`config.mk`:
```
export PLATFORM = sky130hd
export DESIGN_NAME = codec_cfg_seq_flat
export DESIGN_NICKNAME = d
export VERILOG_FILES = /design/src/rtl/codec_cfg_seq_if.sv /design/src/rtl/codec_cfg_seq.sv /design/src/flat_wrapper.sv
export SDC_FILE = /design/constraint.sdc
export NUM_CORES = 1
export LEC_CHECK = 0
export ABC_AREA = 1
export CAP_MARGIN = 20
export CORE_AREA = 2 2 72 74
export CTS_BUF_LIST = sky130_fd_sc_hd__clkbuf_4
export CTS_CLUSTER_DIAMETER = 150
export CTS_CLUSTER_SIZE = 30
export DETAILED_ROUTE_END_ITERATION = 7
export DIE_AREA = 0 0 74 76
export PLACE_DENSITY_LB_ADDON = 0.05
export RECOVER_POWER = 100
export SLEW_MARGIN = 20
export SYNTH_ARGS = -nofsm -noshare
export SYNTH_HDL_FRONTEND = slang
export SYNTH_SLANG_ARGS = --single-unit
```
`constraint.sdc`:
```
create_clock -name clk -period 1.8 [get_ports clk]
set_input_delay 0.18 -clock clk [delete_from_list [all_inputs] [get_ports clk]]
set_output_delay 0.18 -clock clk [all_outputs]
set_load 0.005 [all_outputs]
```
`src/rtl/codec_cfg_seq_if.sv`:
```
// Bus bundle between the codec configuration sequencer and its environment.
// Covers the host write request path and the I2C controller start/packet path.
interface codec_cfg_seq_if;
  logic        cfg_req;
  logic [6:0]  cfg_addr;
  logic [8:0]  cfg_data;
  logic        cfg_ack;
  logic        i2c_idle;
  logic        wr_i2c;
  logic [23:0] i2c_packet;

  // master: host plus I2C controller side; slave: the sequencer itself
  modport master (
    output cfg_req, cfg_addr, cfg_data, i2c_idle,
    input  cfg_ack, wr_i2c, i2c_packet
  );
  modport slave (
    input  cfg_req, cfg_addr, cfg_data, i2c_idle,
    output cfg_ack, wr_i2c, i2c_packet
  );
endinterface

```
`src/rtl/codec_cfg_seq.sv`:
```
// WM8731 configuration sequencer: power-up delay, fixed register table over I2C,
// then arbitration of single host register writes onto the same controller.
module codec_cfg_seq #(
  parameter logic [6:0] DEV_ADDR = 7'h1A,
  parameter int         PWR_DLY  = 1000,
  parameter int         BUSY_TO  = 64
) (
  input  logic           clk,
  input  logic           reset,
  input  logic           restart,
  codec_cfg_seq_if.slave bus,
  output logic           init_done,
  output logic           busy,
  output logic           timeout
);
  localparam int CNT_MAX = (PWR_DLY > BUSY_TO) ? PWR_DLY : BUSY_TO;
  localparam int CNT_W   = $clog2(CNT_MAX + 1);
  localparam logic [CNT_W-1:0] PWR_LAST = CNT_W'(PWR_DLY - 1);
  localparam logic [CNT_W-1:0] TO_LAST  = CNT_W'(BUSY_TO - 1);
  localparam logic [3:0]       LAST_IDX = 4'd11;

  localparam logic [2:0] ST_PWR    = 3'd0;
  localparam logic [2:0] ST_LOAD   = 3'd1;
  localparam logic [2:0] ST_ISSUE  = 3'd2;
  localparam logic [2:0] ST_WBUSY  = 3'd3;
  localparam logic [2:0] ST_WIDLE  = 3'd4;
  localparam logic [2:0] ST_READY  = 3'd5;
  localparam logic [2:0] ST_HISSUE = 3'd6;

  logic [2:0]       state;
  logic [CNT_W-1:0] cnt;
  logic [3:0]       idx;
  logic [15:0]      entry;

  // {reg[6:0], data[8:0]}; the trailing R6 write powers the outputs up last
  function automatic logic [15:0] table_entry(input logic [3:0] i);
    case (i)
      4'd0:    table_entry = {7'd15, 9'h000};
      4'd1:    table_entry = {7'd6,  9'h010};
      4'd2:    table_entry = {7'd0,  9'h017};
      4'd3:    table_entry = {7'd1,  9'h017};
      4'd4:    table_entry = {7'd2,  9'h079};
      4'd5:    table_entry = {7'd3,  9'h079};
      4'd6:    table_entry = {7'd4,  9'h012};
      4'd7:    table_entry = {7'd5,  9'h000};
      4'd8:    table_entry = {7'd7,  9'h00A};
      4'd9:    table_entry = {7'd8,  9'h000};
      4'd10:   table_entry = {7'd9,  9'h001};
      default: table_entry = {7'd6,  9'h000};
    endcase
  endfunction

  assign entry = table_entry(idx);

  always_ff @(posedge clk or negedge reset) begin
    if (!reset) begin
      state          <= ST_PWR;
      cnt            <= '0;
      idx            <= '0;
      bus.wr_i2c     <= 1'b0;
      bus.cfg_ack    <= 1'b0;
      bus.i2c_packet <= '0;
      init_done      <= 1'b0;
      busy           <= 1'b1;
      timeout        <= 1'b0;
    end else begin
      bus.wr_i2c  <= 1'b0;
      bus.cfg_ack <= 1'b0;
      case (state)
        ST_PWR: begin
          if (cnt == PWR_LAST) begin
            cnt   <= '0;
            state <= ST_LOAD;
          end else begin
            cnt <= cnt + CNT_W'(1);
          end
        end
        ST_LOAD: begin
          bus.i2c_packet <= {DEV_ADDR, 1'b0, entry};
          state          <= ST_ISSUE;
        end
        ST_ISSUE, ST_HISSUE: begin
          if (bus.i2c_idle) begin
            bus.wr_i2c <= 1'b1;
            cnt        <= '0;
            state      <= ST_WBUSY;
          end
        end
        ST_WBUSY: begin
          // a controller that never leaves idle is flagged but does not stall the table
          if (!bus.i2c_idle) begin
            state <= ST_WIDLE;
          end else if (cnt == TO_LAST) begin
            timeout <= 1'b1;
            state   <= ST_WIDLE;
          end else begin
            cnt <= cnt + CNT_W'(1);
          end
        end
        ST_WIDLE: begin
          if (bus.i2c_idle) begin
            if (init_done) begin
              busy  <= 1'b0;
              state <= ST_READY;
            end else if (idx == LAST_IDX) begin
              init_done <= 1'b1;
              busy      <= 1'b0;
              state     <= ST_READY;
            end else begin
              idx   <= idx + 4'd1;
              state <= ST_LOAD;
            end
          end
        end
        ST_READY: begin
          // restart has priority; a simultaneous host request simply stays pending
          if (restart) begin
            init_done <= 1'b0;
            timeout   <= 1'b0;
            idx       <= '0;
            busy      <= 1'b1;
            state     <= ST_LOAD;
          end else if (bus.cfg_req) begin
            bus.i2c_packet <= {DEV_ADDR, 1'b0, bus.cfg_addr, bus.cfg_data};
            bus.cfg_ack    <= 1'b1;
            busy           <= 1'b1;
            state          <= ST_HISSUE;
          end
        end
        default: state <= ST_PWR;
      endcase
    end
  end
endmodule

```
`src/flat_wrapper.sv`:
```
// flat-port wrapper written by rule: the top's interface ports become plain ports
module codec_cfg_seq_flat 
#(
  parameter logic [6:0] DEV_ADDR = 7'h1A,
  parameter int         PWR_DLY  = 1000,
  parameter int         BUSY_TO  = 64
)
  (clk, reset, restart, init_done, busy, timeout, bus_cfg_req, bus_cfg_addr, bus_cfg_data, bus_i2c_idle, bus_cfg_ack, bus_wr_i2c, bus_i2c_packet);
  codec_cfg_seq_if bus_i ();
  input  logic clk;
  input  logic reset;
  input  logic restart;
  output logic init_done;
  output logic busy;
  output logic timeout;
  input wire logic [$bits(bus_i.cfg_req)-1:0] bus_cfg_req;
  input wire logic [$bits(bus_i.cfg_addr)-1:0] bus_cfg_addr;
  input wire logic [$bits(bus_i.cfg_data)-1:0] bus_cfg_data;
  input wire logic [$bits(bus_i.i2c_idle)-1:0] bus_i2c_idle;
  output wire logic [$bits(bus_i.cfg_ack)-1:0] bus_cfg_ack;
  output wire logic [$bits(bus_i.wr_i2c)-1:0] bus_wr_i2c;
  output wire logic [$bits(bus_i.i2c_packet)-1:0] bus_i2c_packet;
  assign bus_i.cfg_req = bus_cfg_req;
  assign bus_i.cfg_addr = bus_cfg_addr;
  assign bus_i.cfg_data = bus_cfg_data;
  assign bus_i.i2c_idle = bus_i2c_idle;
  assign bus_cfg_ack = bus_i.cfg_ack;
  assign bus_wr_i2c = bus_i.wr_i2c;
  assign bus_i2c_packet = bus_i.i2c_packet;
  codec_cfg_seq #(.DEV_ADDR(DEV_ADDR), .PWR_DLY(PWR_DLY), .BUSY_TO(BUSY_TO)) u_core (.clk(clk), .reset(reset), .restart(restart), .bus(bus_i), .init_done(init_done), .busy(busy), .timeout(timeout));
endmodule
```
Word level (Yosys, flattened, before mapping) --
Memories as Yosys holds them, arrays and structs flattened. Index checks and enable logic that the tools add are counted. W data, S select, Z words.
Word-level totals: bits in registers 46, bits in latches 0, output and inout port bits 29, bits in writable memories 0, bits of input ports 21, ROM bits 176, memories 1
Cells by class: $add $sub $neg 2, reduce and logical (&&, ||, !) cells 13, equality and inequality tests 23, div/mod/pow operators 0, bitwise operators 0, shift-type cells 0, order comparisons 0, multiplexer cells 42, $mul 0
Memory list:
- (no name shown) | words 16, bits a word 11, read ports 1, clocked after memory_dff 0, wr ports 0, line codec_cfg_seq.sv:37 | case (i)
Operators by type and width (number):
- $mux W24 | 2
- $pmux W24 S2 | 1
- $mux W10 | 4
- $pmux W10 S3 | 1
- $mux W3 | 9
- $ne A2 B2 Y1 const B | 9
- $pmux W3 S6 | 1
- $mux W1 | 16
- $mux W4 | 4
- $reduce_and A4 Y1 | 3
- $add A10 B1 Y10 const B | 1
- $eq A10 B10 Y1 const B | 1
- $eq A10 B6 Y1 const B | 1
- $reduce_and A5 Y1 | 2
- $eq A3 B3 Y1 const B | 3
- $pmux W4 S2 | 1
- $eq A3 B2 Y1 const B | 2
- $pmux W1 S2 | 3
- $reduce_and A3 Y1 | 2
- $reduce_bool A2 Y1 | 3
- $add A4 B1 Y4 const B | 1
- $eq A4 B4 Y1 const B | 1
- $ne A2 B1 Y1 const B | 2
- $eq A3 B1 Y1 const B | 1
- other kinds (6) | 6

Depth between registers and ports, before layout --
Gate-level depths: netlist of the first run.
word-level depth 5, gate-level depth with buffers 9, gate-level depth less buffers 9

Least setup slack after synthesis of the first run --
No wires, ideal clock.
path type register to register, start register u_core.idx[2], end register u_core.bus.i2c_packet[0], setup slack 0.303 ns, cell stages (with the launch flop) 8, period minus slack after synthesis 1.497 ns, data required time 1.673 ns, data arrival time 1.369 ns, path through dfrtp_1 inv_1 clkbuf_1 ha_1 inv_1 o21ai_0 a31oi_1 o21ai_0
Between the ends: cells in the longest elaborated chain, start to end 2
RTL lines:
- start: declaration | line codec_cfg_seq.sv:32 | logic [3:0] idx;
- start signal: assignment | line codec_cfg_seq.sv:110 | idx <= idx + 4'd1;
- $mem_v2 Z16 W11
- $pmux W24 S2 | line codec_cfg_seq.sv:69 | case (state)
- end signal: assignment | line codec_cfg_seq.sv:79 | bus.i2c_packet <= {DEV_ADDR, 1'b0, entry};
- end signal: assignment | line codec_cfg_seq.sv:124 | bus.i2c_packet <= {DEV_ADDR, 1'b0, bus.cfg_addr, bus.cfg_data};
- end: declaration | line codec_cfg_seq_if.sv:19 | output cfg_ack, wr_i2c, i2c_packet
No other way between the ends. A chain may end at the register's enable or synchronous reset.

Final worst setup path of the first run --
start register u_core.state[2], end register u_core.bus.i2c_packet[20]
Between the ends: cells in the longest elaborated chain, start to end 3, elaborated cells between the ends (all ways) 7
RTL lines:
- start: declaration | line codec_cfg_seq.sv:30 | logic [2:0] state;
- start signal: assignment | line codec_cfg_seq.sv:57 | state <= ST_PWR;
- start signal: assignment | line codec_cfg_seq.sv:73 | state <= ST_LOAD;
- start signal: assignment | line codec_cfg_seq.sv:80 | state <= ST_ISSUE;
- $eq A3 B3 Y1 or $eq A3 B1 Y1 (tied branches) | line codec_cfg_seq.sv:69
- $ne A2 B2 Y1 (no line) or $reduce_bool A2 Y1 (tied branches)
- $reduce_and A3 Y1 (no line)
Several ways; a longest one is shown, not always the timed one.

==> impl_results.md, run 1 <==
* Sequential fraction of the synthesis area at 41.4%
* Number of buffers added by the clock tree synthesis step at 5
* Final number of max-transition violations at 0
* Compound-Gate Fraction of Synth Area at 12.1%
* Syn Std Cell Area at 2360 um2
* Gp weighted congestion at 0.858
* Setup violation total in the final timing report at 0
* Number of vias after detailed routing at 2244
* First-pass GRT wire length at 9.63 mm
* Count of nets after finishing at 411
* Data arrival time of the worst path at 1.90 ns
* Avg WL per Cell at 12.1 um
* Capturing element type of the critical path: flop
* Wire length reported by the detailed router at 5.48 mm
* Simple logic cell fraction of the synthesized area at 31.2%
* Clock latency on the worst-skew pair at 0.35 ns
* Post-detailed-route via-to-cell ratio at 4.96
* Category of the critical setup timing path: reg -> reg
* Slew @ Worst Pin at 0.975 ns
* Deepest clock path buffer count at 2
* Period utilization at 92.0%
* Syn. warnings at 0
* I/O Buffers at 44
* Core area at 4910 um2
* TritonCTS clock tree: built
* Global route overflow at 0
* Flip-flop and latch count after synthesis at 39
* Number of cell rows at 26
* Top-level port count at 50
* Switching share of power at 42.8%
* Cells on Worst Hold Path at 3
* Dpl hpwl at 4.06 mm
* Via count of the first global-routing pass at 2160
* Buffer type at the clock tree root: sky130_fd_sc_hd__clkbuf_4
* Sinks on the clock net at 39
* Ant. Diodes at 0
* Maximum level of the CTS H-tree at 2
* Max-capacitance violation count at 0
* Synth Area in XOR/XNOR at 0.371%
* FMAX at 604 MHz
* Portion of total power attributed to the clock network at 13.9%
* Worst max-slew margin expressed relative to the limit at 35.0%
* Drt drc at 0
* Layout overhead on the synthesized area at 26.1%
* Internal Power at 0.00241 W
* Starting Density at 48.1%
* Net switching power of the design at 0.00180 W
* Number of optimization iterations in the first detailed-route pass at 6
* Maximum number of pins on one net before global-route repair at 40
* Proportion of synthesized area in mux cells at 0%
* Sequential cell fraction of total power at 34.8%
* Outcome: finished, final reports clean
* Hold path endpoint: u_core.bus.i2c_packet[5]$_DFFE_PN0P_
* CP Launch Type: flop
* Die height at 76 um
* Number of inserted filler cells in the final layout at 454
* Total die area at 5620 um2
* Hold Startpoint: bus_cfg_data[5]
* Syn Area/Cell at 7.20 um2
* Antenna-violating nets left at 0
* Clock-pin transition on the worst setup and hold timing paths at 0.12 ns
* Worst-path fanout max at 14
* Overall global routing resource usage at 21.3%
* Hold WC Path Type: in -> reg
* Total count of hold-check failures in the final report at 0
* Final critical-path required period at 1.66 ns
* Fraction of layout cells with a size suffix above 1 at 8.38%
* Post-Route Skew at 0.00859 ns
* Dominant combinational cell family by area after synthesis: simple AND/OR/NAND/NOR gates
* Reg-to-reg slack, setup at 0.14 ns
* Worst r2r src: u_core.state[2]$_DFFE_PN0P_
* Comb power frac at 51.3%
* Worst r2r dst: u_core.bus.i2c_packet[20]$_DFFE_PN0P_
* Total Power Consumption at 0.00422 W
* Die span in x at 74 um
* Number of cells produced by synthesis at 328
* Max VDD drop at 0.720 mV
* Leak at 1.43 nW
* Power per cell area at 1420 nW/um2
* Aggregate negative setup slack at 0 ns
* Number of distinct library cells after synthesis at 33
* Setup repair after global routing missed its margin: no
* Endpoint required time on the critical path at 2.04 ns
* Adder and majority cell fraction of the synthesized area at 4.77%
* Path depth of the worst reg2reg path at 6
* Post-CTS Setup Repair Bufs at 0
* DRT iter0 DRCs at 205
* Initial antenna violation count at 0
stage by stage:
| step | cell area [um2] | setup slack [ns] | utilization (%) | hold WS [ns] | instances |
|---|---|---|---|---|---|
| 2_1_floorplan | 2380 | 0.303 | - | -0.116 | 332 |
| 5_1_grt | 2980 | 0.0175 | 60.6 | 0.371 | 452 |
| 6_report | 2980 | 0.145 | 60.6 | 0.376 | 452 |
| 3_3_place_gp | 2900 | 0.173 | 58.9 | 0.266 | 443 |
| 3_5_place_dp | 2900 | 0.0951 | 58.9 | 0.273 | 443 |
| 4_1_cts | 2980 | 0.143 | 60.7 | 0.363 | 452 |
critical path, stage by stage (launching register included):
cell and delay [ns]:
sky130_fd_sc_hd__dfrtp_1 0.53, sky130_fd_sc_hd__nand2_2 0.12, sky130_fd_sc_hd__nor2_4 0.18, sky130_fd_sc_hd__inv_2 0.07, sky130_fd_sc_hd__o21ai_4 0.25, sky130_fd_sc_hd__inv_2 0.17, sky130_fd_sc_hd__or2_1 0.23
power groups by stage:
stage / Combinational [W] / Sequential [W] / Clock (W)
floorplan: 0.00143 / 0.00143 / 0
global placement: 0.00220 / 0.00148 / 0
detailed placement: 0.00223 / 0.00149 / 0
CTS: 0.00225 / 0.00147 / 0.000599
global route: 0.00247 / 0.00151 / 0.000645
finish: 0.00216 / 0.00147 / 0.000587
how the worst max path moves through the flow:
stage,startpoint,to,slack (ns),cells past startpoint
floorplan,u_core.idx[2]$_DFFE_PN0P_,u_core.bus.i2c_packet[0]$_DFFE_PN0P_,0.30,7
global placement,restart,u_core.bus.i2c_packet[0]$_DFFE_PN0P_,0.17,6
detailed placement,restart,u_core.bus.i2c_packet[0]$_DFFE_PN0P_,0.1,6
CTS,u_core.state[1]$_DFFE_PN0P_,u_core.bus.i2c_packet[0]$_DFFE_PN0P_,0.14,7
global route,u_core.cnt[1]$_DFFE_PN0P_,u_core.state[0]$_DFFE_PN0P_,0.02,9
finish,u_core.state[2]$_DFFE_PN0P_,u_core.bus.i2c_packet[20]$_DFFE_PN0P_,0.14,6
flip-flops by register name, summed over array words and instances (netlist names):
signal / flops
u_core.state: 3
u_core.timeout: 1
u_core.cnt: 10
u_core.init_done: 1
u_core.bus.wr_i2c: 1
u_core.bus.cfg_ack: 1
u_core.busy: 1
u_core.idx: 4
u_core.bus.i2c_packet: 17
kinds of logic after synthesis:
kind of cell    after synthesis
simple gates                176
compound gates               51
buf+inv                      51
flops                        39
fa+ha+maj                     9
xor+xnor                      1
other cells                   1
layout make-up:
class	instances	area [um2]	area share, %
Multi-Input combinational cell	242	1170	39.3
Inverter	34	128	4.29
Clock inverter	3	38.8	1.30
Sequential cell	39	977	32.8
Clock buffer	5	37.5	1.26
Timing Repair Buffer	59	539	18.1
Tap cell	70	87.6	2.94
cells in the mapped netlist (all sizes together):
master   number  area, um2
ha            9        113
nand3        22        110
nand3b        1       7.51
nor3b         1       7.51
o211ai        1       7.51
nor2         38        153
o31ai         1       7.51
a31oi         6       37.5
o21ai        28        155
conb          1       3.75
dfrtp        38        951
inv          34        128
nor3          2       10.0
a21oi        14       70.1
nand4         8       50.1
dfstp         1       26.3
nand2       102        385
or2           2       12.5
buf          11       85.1
xor2          1       8.76
o2111ai       1       8.76
clkbuf        6       23.8
routing by layer:
layer	share of wire, %	global-route usage [%]	vias up
met2	48	34.4	61
met4	0.93	7.45	0
li1	-	-	1149
met3	5.6	4.10	5
met5	0	0	-
met1	46	28.2	1029
repair_timing:
item,in CTS,in global routing
setup endpoints to repair,0,4
hold endpoints to repair,38,0
resized for setup,0,2
hold buffers,1,0
placed cells by master, fill, tap and decap left out, drive strengths merged:
| master | instances |
|---|---|
| o211ai | 1 |
| clkdlybuf4s50 | 19 |
| dfrtp | 38 |
| dlygate4sd3 | 25 |
| clkinv | 2 |
| a31oi | 6 |
| inv | 34 |
| o31ai | 1 |
| nor3b | 1 |
| a21oi | 14 |
| buf | 11 |
| dfstp | 1 |
| nor2 | 38 |
| nor3 | 2 |
| nand2 | 102 |
| nand3 | 22 |
| o21ai | 28 |
| ha | 9 |
| o2111ai | 1 |
| or2 | 2 |
| xor2 | 1 |
| nand4 | 8 |
| bufinv | 1 |
| nand3b | 1 |
| conb | 5 |
| clkbuf | 9 |
Note: power is estimated with default switching activity, not from simulation.
==> run 2, diff against run 1 <==
CTS_CLUSTER_SIZE = 24   (was 30)
==> results of run 2 <==
No change in the layout: final DEF, timing and power equal those of run 1.
==> run 3, diff against run 2 <==
--- a/config.mk
+++ b/config.mk
@@ -9,4 +9,5 @@
 export CAP_MARGIN = 20
-export CORE_AREA = 2 2 72 74
-export CTS_BUF_LIST = sky130_fd_sc_hd__clkbuf_4
+export CELL_PAD_IN_SITES_DETAIL_PLACEMENT = 1
+export CELL_PAD_IN_SITES_GLOBAL_PLACEMENT = 1
+export CORE_AREA = 2 2 84 86
 export CTS_CLUSTER_DIAMETER = 150
@@ -14,3 +15,3 @@
 export DETAILED_ROUTE_END_ITERATION = 7
-export DIE_AREA = 0 0 74 76
+export DIE_AREA = 0 0 86 88
 export PLACE_DENSITY_LB_ADDON = 0.05
--- a/constraint.sdc
+++ b/constraint.sdc
@@ -3,2 +3,2 @@
 set_output_delay 0.18 -clock clk [all_outputs]
-set_load 0.005 [all_outputs]
+set_load 0.02 [all_outputs]
==> impl_results.md, run 3 (synthesized netlist as in run 1, its figures left out) <==
* Outcome: finished, final reports clean
* Max-capacitance violation count at 0
* Switching share of power at 46.5%
* Post-detailed-route via-to-cell ratio at 4.95
* Via count of the first global-routing pass at 2399
* Number of buffers added by the clock tree synthesis step at 5
* FMAX at 596 MHz
* Met1 GRT Util at 23.7%
* Dpl hpwl at 4.97 mm
* TritonCTS clock tree: built
* Setup violation total in the final timing report at 0
* Data arrival time of the worst path at 1.50 ns
* Routing layer with the top usage in global route: met2
* Ordered list of cells on the worst path: dlygate4sd3_1
* Crit path setup slack, layout at 0.122 ns
* Endpoint required time on the critical path at 1.62 ns
* Number of optimization iterations in the first detailed-route pass at 4
* Sequential cell fraction of total power at 32.5%
* Maximum level of the CTS H-tree at 2
* Final hold slack at 0.442 ns
* Total die area at 7570 um2
* Die height at 88 um
* CP Buf/Inv Count at 1
* Die span in x at 86 um
* Buffer type at the clock tree root: sky130_fd_sc_hd__clkbuf_8
* Period utilization at 93.2%
* Slowest cell delay on critical path at 0.67 ns
* Commonest cells after routing, fill and taps aside: sky130_fd_sc_hd__nand2_1 (101), sky130_fd_sc_hd__dfrtp_1 (38), sky130_fd_sc_hd__nor2_1 (35)
* Portion of total power attributed to the clock network at 13.4%
* Post-Route Skew at 0.00902 ns
* Final number of max-transition violations at 0
* Gp weighted congestion at 0.830
* Top flop regs: u_core.bus.i2c_packet x17, u_core.cnt x10, u_core.idx x4
* Setup repair after global routing missed its margin: no
* Overall global routing resource usage at 18.7%
* First-pass GRT wire length at 11.2 mm
* Top-level port count at 50
* Drt drc at 0
* Comb power frac at 54.1%
* Antenna-violating nets left at 0
* Initial antenna violation count at 0
* Slew @ Worst Pin at 1.05 ns
* Max VDD drop at 0.595 mV
* Fraction of layout cells with a size suffix above 1 at 8.83%
* Core area at 6640 um2
* Cells on Worst Hold Path at 3
* Layout overhead on the synthesized area at 27.7%
* Starting Density at 35.5%
* Aggregate negative setup slack at 0 ns
* Ant. Diodes at 0
* Hold WC Path Type: in -> reg
* CP Launch Type: flop
* Number of cell rows at 30
* Leak at 1.44 nW
* Sinks on the clock net at 39
* Final critical-path required period at 1.68 ns
* Path depth of the worst reg2reg path at 9
* Flip-flop count of the largest register after layout at 17
* Most common library cell in the layout ignoring fill and taps: sky130_fd_sc_hd__nand2_1
* Deepest clock path buffer count at 2
* Power per cell area at 1500 nW/um2
* Net switching power of the design at 0.00211 W
* Global route overflow at 0
* DRT iter0 DRCs at 73
* Category of the critical setup timing path: reg -> out
* Worst-path fanout max at 2
* Maximum number of pins on one net before global-route repair at 40
* Met2 layer usage reported by global route at 32.8%
* Number of vias after detailed routing at 2300
* Capturing element type of the critical path: output port
* Worst max-slew margin expressed relative to the limit at 30.0%
* Clock latency on the worst-skew pair at 0.30 ns
* Reg with most FFs: u_core.bus.i2c_packet
* Number of inserted filler cells in the final layout at 866
* Total count of hold-check failures in the final report at 0
* Worst slack at placement at 0.0880 ns
* Wire length reported by the detailed router at 6.58 mm
* Internal Power at 0.00242 W
* Critical-path cell with the highest stage delay: sky130_fd_sc_hd__dlygate4sd3_1
* Count of nets after finishing at 414
* Clock-pin transition on the worst setup and hold timing paths at 0.08 ns
* Grt met3 use at 2.73%
* I/O Buffers at 44
* Avg WL per Cell at 14.2 um
* Cell family with most CP delay: buffers and inverters
* Worst path depth at 1
[run 3: power groups by stage]
stage	Combinational [W]	Clock, W	Sequential, W
after global placement	0.00252	0	0.00150
after global routing	0.00279	0.000669	0.00152
after floorplan	0.00144	0	0.00164
after CTS	0.00259	0.000629	0.00149
final	0.00245	0.000607	0.00147
after detailed placement	0.00257	0	0.00150
[run 3: area by class of cell]
type	instances	area [um2]	share of cell area [%]
Sequential cell	39	977	32.4
Inverter	34	128	4.23
Tap cell	80	100	3.32
Multi-Input combinational cell	242	1170	38.9
Clock buffer	6	72.6	2.41
Timing Repair Buffer	62	552	18.3
Clock inverter	2	12.5	0.415
[run 3: worst paths after layout]
check	from	to	slack (ns)
min in group asynchronous	reset	u_core.state[0]$_DFFE_PN0P_	0.68
worst max-delay path	u_core.busy$_DFFE_PN1P_	busy	0.12
worst min-delay path	bus_cfg_data[2]	u_core.bus.i2c_packet[2]$_DFFE_PN0P_	0.44
max in group asynchronous	reset	u_core.bus.i2c_packet[1]$_DFFE_PN0P_	0.47
worst min register to register	u_core.bus.i2c_packet[14]$_DFFE_PN0P_	u_core.bus.i2c_packet[14]$_DFFE_PN0P_	0.49
worst max register to register	u_core.state[2]$_DFFE_PN0P_	u_core.state[0]$_DFFE_PN0P_	0.18
[run 3: metrics by stage]
step	area (um2)	std cells	total power, W	util, %
global placement	2930	456	0.00402	44.1
finish	3010	465	0.00453	45.4
floorplan	2380	332	0.00307	-
global route	3010	465	0.00498	45.4
detailed placement	2930	456	0.00407	44.1
CTS	3030	465	0.00470	45.5
[run 3: routing by layer]
layer	wire length, um	vias up
li1	-	1153
met4	67	0
met3	177	6
met2	3290	34
met5	0	-
met1	3040	1107
[run 3: what timing repair did]
action                                  4_1_cts  5_1_grt
endpoints found under the hold margin        38        0
endpoints found under the setup margin        0       14
resized for setup                             0        4
buffers inserted                              0        0
hold buffers                                  1        0
